## src/rtl/lgdst_ts_deframer.sv

```systemverilog
// Serial MPEG-TS deframer: oversamples ts_clk/ts_d0 in the clk domain, hunts and tracks
// 0x47 packet alignment, and emits a byte stream with SOP/EOP markers plus status counters.
module lgdst_ts_deframer #(
    parameter int         PKT_LEN    = 188,
    parameter logic [7:0] SYNC_BYTE  = 8'h47,
    parameter int         LOCK_CNT   = 3,
    parameter int         UNLOCK_CNT = 3
) (
    input  logic        clk,
    input  logic        reset,
    input  logic        ts_clk,
    input  logic        ts_valid,
    input  logic        ts_sync,
    input  logic        ts_d0,
    output logic [7:0]  byte_data,
    output logic        byte_valid,
    output logic        byte_sop,
    output logic        byte_eop,
    output logic        locked,
    output logic [15:0] pkt_cnt,
    output logic [7:0]  err_cnt
);

    typedef enum logic [1:0] {HUNT, VERIFY, LOCK} state_t;

    localparam int             BCW       = $clog2(PKT_LEN);
    localparam logic [BCW-1:0] LAST_BYTE = BCW'(PKT_LEN - 1);
    localparam logic [7:0]     LOCK_N    = 8'(LOCK_CNT);
    localparam logic [7:0]     UNLOCK_N  = 8'(UNLOCK_CNT);

    logic [2:0]     tck_q;
    logic [1:0]     vld_q, syn_q, d0_q;

    state_t         state_q, state_d;
    logic [7:0]     sr_q, sr_d;
    logic [2:0]     bit_q, bit_d;
    logic [BCW-1:0] byte_q, byte_d;
    logic [3:0]     hunt_q, hunt_d;
    logic [7:0]     good_q, good_d;
    logic [7:0]     bad_q, bad_d;
    logic [7:0]     err_q, err_d;
    logic [15:0]    pkt_q, pkt_d;
    logic [7:0]     data_q, data_d;
    logic           bv_q, bv_d;
    logic           sop_q, sop_d;
    logic           eop_q, eop_d;

    logic           take;
    logic [7:0]     sr_shift;
    logic           byte_done;
    logic           first_bit;
    logic           sync_err;
    logic           pos_err;

    // Two-flop synchronizers; the third ts_clk flop exists only for rising-edge detect.
    always_ff @(posedge clk or negedge reset) begin
        if (!reset) begin
            tck_q <= '0;
            vld_q <= '0;
            syn_q <= '0;
            d0_q  <= '0;
        end else begin
            tck_q <= {tck_q[1:0], ts_clk};
            vld_q <= {vld_q[0], ts_valid};
            syn_q <= {syn_q[0], ts_sync};
            d0_q  <= {d0_q[0], ts_d0};
        end
    end

    assign take      = tck_q[1] & ~tck_q[2] & vld_q[1];
    assign sr_shift  = {sr_q[6:0], d0_q[1]};
    assign byte_done = (bit_q == 3'd7);
    assign first_bit = (byte_q == '0) && (bit_q == 3'd0);

    always_comb begin
        state_d  = state_q;
        sr_d     = sr_q;
        bit_d    = bit_q;
        byte_d   = byte_q;
        hunt_d   = hunt_q;
        good_d   = good_q;
        bad_d    = bad_q;
        err_d    = err_q;
        pkt_d    = pkt_q;
        data_d   = data_q;
        bv_d     = 1'b0;
        sop_d    = 1'b0;
        eop_d    = 1'b0;
        sync_err = 1'b0;
        pos_err  = 1'b0;

        if (take) begin
            sr_d = sr_shift;
            case (state_q)
                HUNT: begin
                    // hunt_q saturates at 8: only "at least a full byte seen" matters
                    if (hunt_q != 4'd8) hunt_d = hunt_q + 4'd1;
                    if (sr_shift == SYNC_BYTE && hunt_q >= 4'd7) begin
                        state_d = VERIFY;
                        bit_d   = 3'd0;
                        byte_d  = BCW'(1);
                        good_d  = 8'd1;
                    end
                end
                VERIFY: begin
                    bit_d = bit_q + 3'd1;
                    if (byte_done) begin
                        byte_d = (byte_q == LAST_BYTE) ? '0 : byte_q + BCW'(1);
                        if (byte_q == '0) begin
                            if (sr_shift == SYNC_BYTE) begin
                                good_d = good_q + 8'd1;
                                if (good_q + 8'd1 >= LOCK_N) begin
                                    state_d = LOCK;
                                    bad_d   = 8'd0;
                                end
                            end else begin
                                state_d = HUNT;
                                hunt_d  = 4'd0;
                            end
                        end
                    end
                end
                LOCK: begin
                    bit_d   = bit_q + 3'd1;
                    pos_err = syn_q[1] & ~first_bit;
                    if (byte_done) begin
                        byte_d = (byte_q == LAST_BYTE) ? '0 : byte_q + BCW'(1);
                        bv_d   = 1'b1;
                        data_d = sr_shift;
                        sop_d  = (byte_q == '0);
                        eop_d  = (byte_q == LAST_BYTE);
                        if (byte_q == LAST_BYTE) pkt_d = pkt_q + 16'd1;
                        if (byte_q == '0) begin
                            if (sr_shift == SYNC_BYTE) begin
                                bad_d = 8'd0;
                            end else begin
                                sync_err = 1'b1;
                                // the bad sync byte is still emitted; output stops after it
                                if (bad_q + 8'd1 >= UNLOCK_N) begin
                                    state_d = HUNT;
                                    bad_d   = 8'd0;
                                    hunt_d  = 4'd0;
                                end else begin
                                    bad_d = bad_q + 8'd1;
                                end
                            end
                        end
                    end
                end
                default: state_d = HUNT;
            endcase
            // simultaneous sync-byte and ts_sync errors count once
            if ((sync_err || pos_err) && err_q != 8'hFF) err_d = err_q + 8'd1;
        end
    end

    always_ff @(posedge clk or negedge reset) begin
        if (!reset) begin
            state_q <= HUNT;
            sr_q    <= '0;
            bit_q   <= '0;
            byte_q  <= '0;
            hunt_q  <= '0;
            good_q  <= '0;
            bad_q   <= '0;
            err_q   <= '0;
            pkt_q   <= '0;
            data_q  <= '0;
            bv_q    <= 1'b0;
            sop_q   <= 1'b0;
            eop_q   <= 1'b0;
        end else begin
            state_q <= state_d;
            sr_q    <= sr_d;
            bit_q   <= bit_d;
            byte_q  <= byte_d;
            hunt_q  <= hunt_d;
            good_q  <= good_d;
            bad_q   <= bad_d;
            err_q   <= err_d;
            pkt_q   <= pkt_d;
            data_q  <= data_d;
            bv_q    <= bv_d;
            sop_q   <= sop_d;
            eop_q   <= eop_d;
        end
    end

    assign byte_data  = data_q;
    assign byte_valid = bv_q;
    assign byte_sop   = sop_q;
    assign byte_eop   = eop_q;
    assign locked     = (state_q == LOCK);
    assign pkt_cnt    = pkt_q;
    assign err_cnt    = err_q;

endmodule

```

## config.mk

```make
export PLATFORM = sky130hd
export DESIGN_NAME = lgdst_ts_deframer
export DESIGN_NICKNAME = d
export VERILOG_FILES = /design/src/rtl/lgdst_ts_deframer.sv
export SDC_FILE = /design/constraint.sdc
export NUM_CORES = 1
export LEC_CHECK = 0
export CORE_ASPECT_RATIO = 1.4
export CORE_MARGIN = 2
export CORE_UTILIZATION = 57
export CTS_CLUSTER_SIZE = 14
export DETAILED_ROUTE_END_ITERATION = 8
export HOLD_SLACK_MARGIN = 0.15
export PLACE_DENSITY = 0.9
export SLEW_MARGIN = 40
export SYNTH_ARGS = -nofsm -noshare
export SYNTH_HDL_FRONTEND = slang
export SYNTH_SLANG_ARGS = --single-unit
```

## constraint.sdc

```tcl
create_clock -name clk -period 3.5 [get_ports clk]
set_clock_uncertainty 0.2 [all_clocks]
set_input_delay 0.525 -clock clk [delete_from_list [all_inputs] [get_ports clk]]
set_output_delay 0.525 -clock clk [all_outputs]
set_load 0.01 [all_outputs]
```

==> impl_metrics.ini, run 1 <==
[floorplan]
initial_core_util = 0.584
rows = 36
die_w_um = 75.3
die_h_um = 104
coreArea_mm2 = 0.00694
dieArea_mm2 = 0.00781
num_io_pins = 42

[synthesis]
yosysWarnings = 0
synth_top_family_by_area = simple AND/OR/NAND/NOR gates
syn-cell-area_mm2 = 0.00405
async_flop_share = 1.00
synthAdderAreaFrac = 0.0525
synth_seq_area_share = 0.519
yosysUniqueCellTypes = 57
synth_top_area_cell = dfrtp_1
synthXorXnorAreaFrac = 0.0648
synth-compound-area-share = 0.0951
synth.area.top_cells = dfrtp_1, ha_1, xnor2_1
muxShareOfSynthArea = 0.0438
synth_top_area_frac = 0.519
dominantRegCellSynth = dfrtp_1
syn_inst = 371
ys_ff_latch = 84
synth.avg_cell_area_um2 = 10.9
yosys.area_share.simple = 0.204
synth.net_count = 394
synth_edf_count = 0

[critical_path]
crit_fanout = 6
cp-start-kind = flop
r2r_setup_slack_ns = 0.49
worst-r2r-cell-count = 8
cp-end-kind = flop
worstPathArrival_ns = 3.06
cp_cell_sequence = inv_1 > ha_1 > or4b_1 > or4_4 > a21oi_2 > a21boi_4 > nand4_2 > a221o_1
crit_required_ns = 3.54
cp.buffers_inverters = 1
cp_top_family = simple AND/OR/NAND/NOR gates
critPathMaxStageDelay_ns = 0.53
path_class = reg2reg
crit_slowest_cell = or4_4
reg2reg_to = hunt_q[3]
r2r-start = byte_q[0]

[clock_tree]
clock_sinks = 84
cts_buffers = 9
htreeDepth = 3
hold_buffers = 1
ctsResizeCount = 0
cts_root_buf = clkbuf_8
cts_tree = done
insertion_delay_ns = 0.36
cts_setup_buffers = 0
clk_pin_slew_ns = 0.08
clockBufferDepth = 2

[placed_design]
dpl_cell_area_mm2 = 0.00456
place_congestion = 0.901
dp_hpwl_mm = 5.75
port-buffer-count = 41

[run]
cap_violations = 0

[sta]
period_share = 0.861
final-hold-violation-count = 0
tns_ns = 0
worst_slew_margin_rel = 0.438
maxClockFrequency_mhz = 332
slew_violations = 0
rsz0062_at_grt = false
worst_slew_pin_slew_ns = 0.839
period_minus_slack_ns = 3.01
setup_viol = 0

[min_path]
hold_depth = 0
min_from = tck_q[0]
holdPathEnd = tck_q[1]
hp-class = reg2reg

[grt]
overflow = 0
grt_pass1_vias = 3001
antenna_found_initial = 0
globalRouteTotalUtil = 0.230
grt_max_degree = 85
grt_pass1_wl_mm = 14.0

[pwr]
p_leak_nw = 2.21
power_density_mw_per_mm2 = 419
ir_drop_uv = 320

[route]
wire_per_inst_um = 16.5
drt_iter0_markers = 268
drc = 0
ant_nets = 0
vias = 3032
dr.pass1.iters = 5
wl_mm = 8.56
routed_via_density = 5.84

[layout]
nets = 442
drive_gt1_frac = 0.106
final_area_mm2 = 0.00483
n_antenna_cell = 0
area_growth_pct = 19.0

[outcome]
status = complete, no violations
sequential cells by signal, indices dropped and copies added (netlist names), 2 cells and up:
register   cells
byte_q         8
state_q        2
pkt_cnt       16
err_cnt        8
sr_q           7
bit_q          3
byte_data      8
good_q         8
tck_q          3
hunt_q         4
vld_q          2
d0_q           2
syn_q          2
bad_q          8
worst max-delay path by stage:
stage	depth (start not counted)	slack (ns)	startpoint	end
after floorplan	8	0.73	byte_q[0]	hunt_q[3]
after global placement	8	0.64	byte_q[0]	hunt_q[3]
after detailed placement	8	0.52	byte_q[0]	hunt_q[3]
after CTS	8	0.47	byte_q[0]	hunt_q[3]
after global routing	8	0.31	byte_q[0]	good_q[5]
final	8	0.49	byte_q[0]	hunt_q[3]
cells in the mapped netlist (2+ instances only):
cell type  number
or4b_1          2
mux2_2         13
nor3_1          8
xor2_1          8
o211ai_1        4
or4_1           2
nor2b_1         3
and4_1          4
a41oi_1         3
nand3_1        14
o2bb2ai_1       2
o31ai_1         3
nor2_1         18
nand4_1        10
and3_1         10
clkbuf_1        6
nand2b_1        6
nand3b_1        3
inv_1          16
and2_1         10
a22o_1          3
dfrtp_1        84
mux2i_1         2
ha_1           17
or3_1           4
o21ai_0        14
nand2_1        44
a21oi_1         8
xnor2_1        22
power breakdown:
part / total [W] / internal, W / switching [W]
clock network: 0.000778 / 0.000411 / 0.000367
registers: 0.00105 / 0.00101 / 0.0000414
logic: 0.000192 / 0.0000793 / 0.000113
final cells by class:
type / count / area [um2]
multi-input combinational: 264 / 1860
fill: 477 / 2110
sequential: 84 / 2100
clock buffer: 10 / 128
clock inverter: 6 / 96.3
tap: 95 / 119
timing repair buffer: 44 / 457
inverter: 16 / 60.1
cells by family after synthesis:
family / count (synthesis)
XOR/XNOR: 30
AND/OR/NAND/NOR: 150
adder cells (fa/ha/maj): 17
AO/OA/AOI/OAI: 51
multiplexers: 16
flip-flops: 84
buffers and inverters: 23
layout by cell type, fill, tap and decap left out, types with 4 or more instances in the layout:
cell,netlist,layout
a21oi_1,8,8
and2_1,10,10
and3_1,10,10
and4_1,4,4
clkbuf_8,0,9
clkdlybuf4s50_1,0,40
dfrtp_1,84,84
ha_1,17,17
inv_1,16,16
mux2_2,13,13
nand2_1,44,44
nand2b_1,6,6
nand3_1,14,14
nand4_1,10,10
nor2_1,18,18
nor3_1,8,8
o211ai_1,4,4
o21ai_0,14,14
or3_1,4,4
xnor2_1,22,22
xor2_1,8,8
layer usage:
layer,vias up,GRT usage,wire [um]
met5,-,0,0
met4,0,0.0902,206
met1,1502,0.287,3390
met3,15,0.0496,335
li1,1415,-,-
met2,100,0.382,4630
metrics by stage:
stage                     setup slack [ns]  hold slack, ns  instances   util  total power [W]
after detailed placement             0.523           0.136        501  0.658          0.00126
after CTS                            0.466           0.155        518  0.692          0.00204
after global placement               0.638           0.133        501  0.657          0.00124
after floorplan                      0.733          0.0294        371      -          0.00119
final                                0.486           0.151        519  0.696          0.00202
after global routing                 0.310           0.160        519  0.696          0.00212
(Power assumes the default switching activity.)
==> inputs of run 2 (changes only) <==
--- a/config.mk
+++ b/config.mk
@@ -12,7 +12,9 @@
 export DETAILED_ROUTE_END_ITERATION = 8
 export HOLD_SLACK_MARGIN = 0.15
 export PLACE_DENSITY = 0.9
+export SKIP_LAST_GASP = 1
 export SLEW_MARGIN = 40
 export SYNTH_ARGS = -nofsm -noshare
 export SYNTH_HDL_FRONTEND = slang
 export SYNTH_SLANG_ARGS = --single-unit
+export TNS_END_PERCENT = 20
==> results of run 2 <==
No change in the layout: final DEF, timing and power equal those of run 1.
==> inputs of run 3 (changes only) <==
--- a/config.mk
+++ b/config.mk
@@ -7,11 +7,11 @@
 export LEC_CHECK = 0
 export CORE_ASPECT_RATIO = 1.4
 export CORE_MARGIN = 2
-export CORE_UTILIZATION = 57
+export CORE_UTILIZATION = 55
 export CTS_CLUSTER_SIZE = 14
 export DETAILED_ROUTE_END_ITERATION = 8
 export HOLD_SLACK_MARGIN = 0.15
-export PLACE_DENSITY = 0.9
+export PLACE_DENSITY = 0.88
 export SKIP_LAST_GASP = 1
 export SLEW_MARGIN = 40
 export SYNTH_ARGS = -nofsm -noshare
==> impl_metrics.ini, run 3 (synthesis gave the netlist of run 1 again) <==
[sta]
tns_ns = 0
final-hold-violation-count = 0
setup_viol = 0
period_share = 0.850
slew_violations = 0
rsz0062_at_grt = false
holdWs_ns = 0.148
worst_slew_margin_rel = 0.460
period_minus_slack_ns = 2.97
maxClockFrequency_mhz = 336
worst_slew_pin_slew_ns = 0.806

[floorplan]
dieArea_mm2 = 0.00808
die_w_um = 76.6
initial_core_util = 0.558
coreArea_mm2 = 0.00727
die_h_um = 106
num_io_pins = 42
rows = 37

[clock_tree]
clock_sinks = 84
clockBufferDepth = 2
ctsResizeCount = 0
insertion_delay_ns = 0.36
clk_pin_slew_ns = 0.09
cts_buffers = 9
cts_tree = done
cts_root_buf = clkbuf_8
cts_setup_buffers = 0
hold_buffers = 1
htreeDepth = 3

[layout]
nets = 442
n_antenna_cell = 0
final_cells = 521
layout_commonest_cell = dfrtp_1
largest_reg_flops = 16
layout_common_cells = dfrtp_1, nand2_1, clkdlybuf4s50_1
final.fill_count = 537
drive_gt1_frac = 0.108
area_growth_pct = 18.2

[critical_path]
cp-start-kind = flop
r2r-start = byte_q[0]
cp-end-kind = flop
critPathMaxStageDelay_ns = 0.54
crit_start = byte_q[0]
cp_cell_sequence = inv_1 > ha_1 > or4b_1 > or4_4 > a21oi_2 > a21boi_4 > nand4_2 > a221o_1
worstPathArrival_ns = 3.02
path_class = reg2reg
crit_slowest_cell = or4_4
cp_top_family = simple AND/OR/NAND/NOR gates
r2r_setup_slack_ns = 0.53
cp.buffers_inverters = 1
crit_required_ns = 3.55
crit_fanout = 6

[placed_design]
place_congestion = 0.878
dp_hpwl_mm = 5.51
port-buffer-count = 41
dp.cells = 503

[route]
dr.pass1.iters = 7
wl_mm = 8.18
vias = 2931
wire_per_inst_um = 15.7
met2_length_mm = 4.44
drt_iter0_markers = 150
routed_via_density = 5.63
met1_length_mm = 3.36
ant_nets = 0
dr.max_layer_used = met4
met3_length_um = 249
drc = 0

[grt]
antenna_found_initial = 0
grt_max_degree = 85
overflow = 0
grt_pass1_vias = 2982
globalRouteTotalUtil = 0.208
grt_pass1_wl_mm = 13.6

[pwr]
ir_drop_uv = 316
p_leak_nw = 2.19
power_density_mw_per_mm2 = 393

[min_path]
min_from = tck_q[0]
hp-class = reg2reg

[run]
cap_violations = 0

[outcome]
status = complete, no violations
-- run 3: worst paths after layout --
| path | end | cells after the start |
|---|---|---|
| min in group asynchronous | err_cnt[3] | 2 |
| min reg2reg | tck_q[1] | 0 |
| max reg2reg | hunt_q[3] | 8 |
| max | hunt_q[3] | 8 |
| max in group asynchronous | byte_q[5] | 3 |
| min | tck_q[1] | 0 |
-- run 3: layout make-up --
cell class	instances	area, um2	share of cell area
repair buffers	44	457	0.0953
multi-input cells	264	1860	0.389
clock inverters	7	62.6	0.0131
clock buffers	9	124	0.0259
well taps	97	121	0.0253
flip-flops and latches	84	2100	0.439
inverters	16	60.1	0.0125
-- run 3: metal layers --
metal | GRT usage | vias to the layer above
li1 | - | 1408
met1 | 0.247 | 1456
met2 | 0.372 | 55
met3 | 0.0471 | 12
met4 | 0.0662 | 0
met5 | 0 | -
-- run 3: metrics by stage --
step                      total power, W  cell area, um2   util  setup WS, ns
after floorplan                  0.00119            4050      -         0.733
after global placement           0.00124            4560  0.628         0.639
after detailed placement         0.00126            4570  0.628         0.526
after CTS                        0.00189            4760  0.655         0.530
after global routing             0.00197            4790  0.659         0.402
final                            0.00188            4790  0.659         0.527
-- run 3: power by group --
group | internal (W) | switching [W] | total (W)
registers | 0.00101 | 0.0000415 | 0.00105
clock network | 0.000267 | 0.000373 | 0.000640
logic | 0.0000779 | 0.000110 | 0.000188
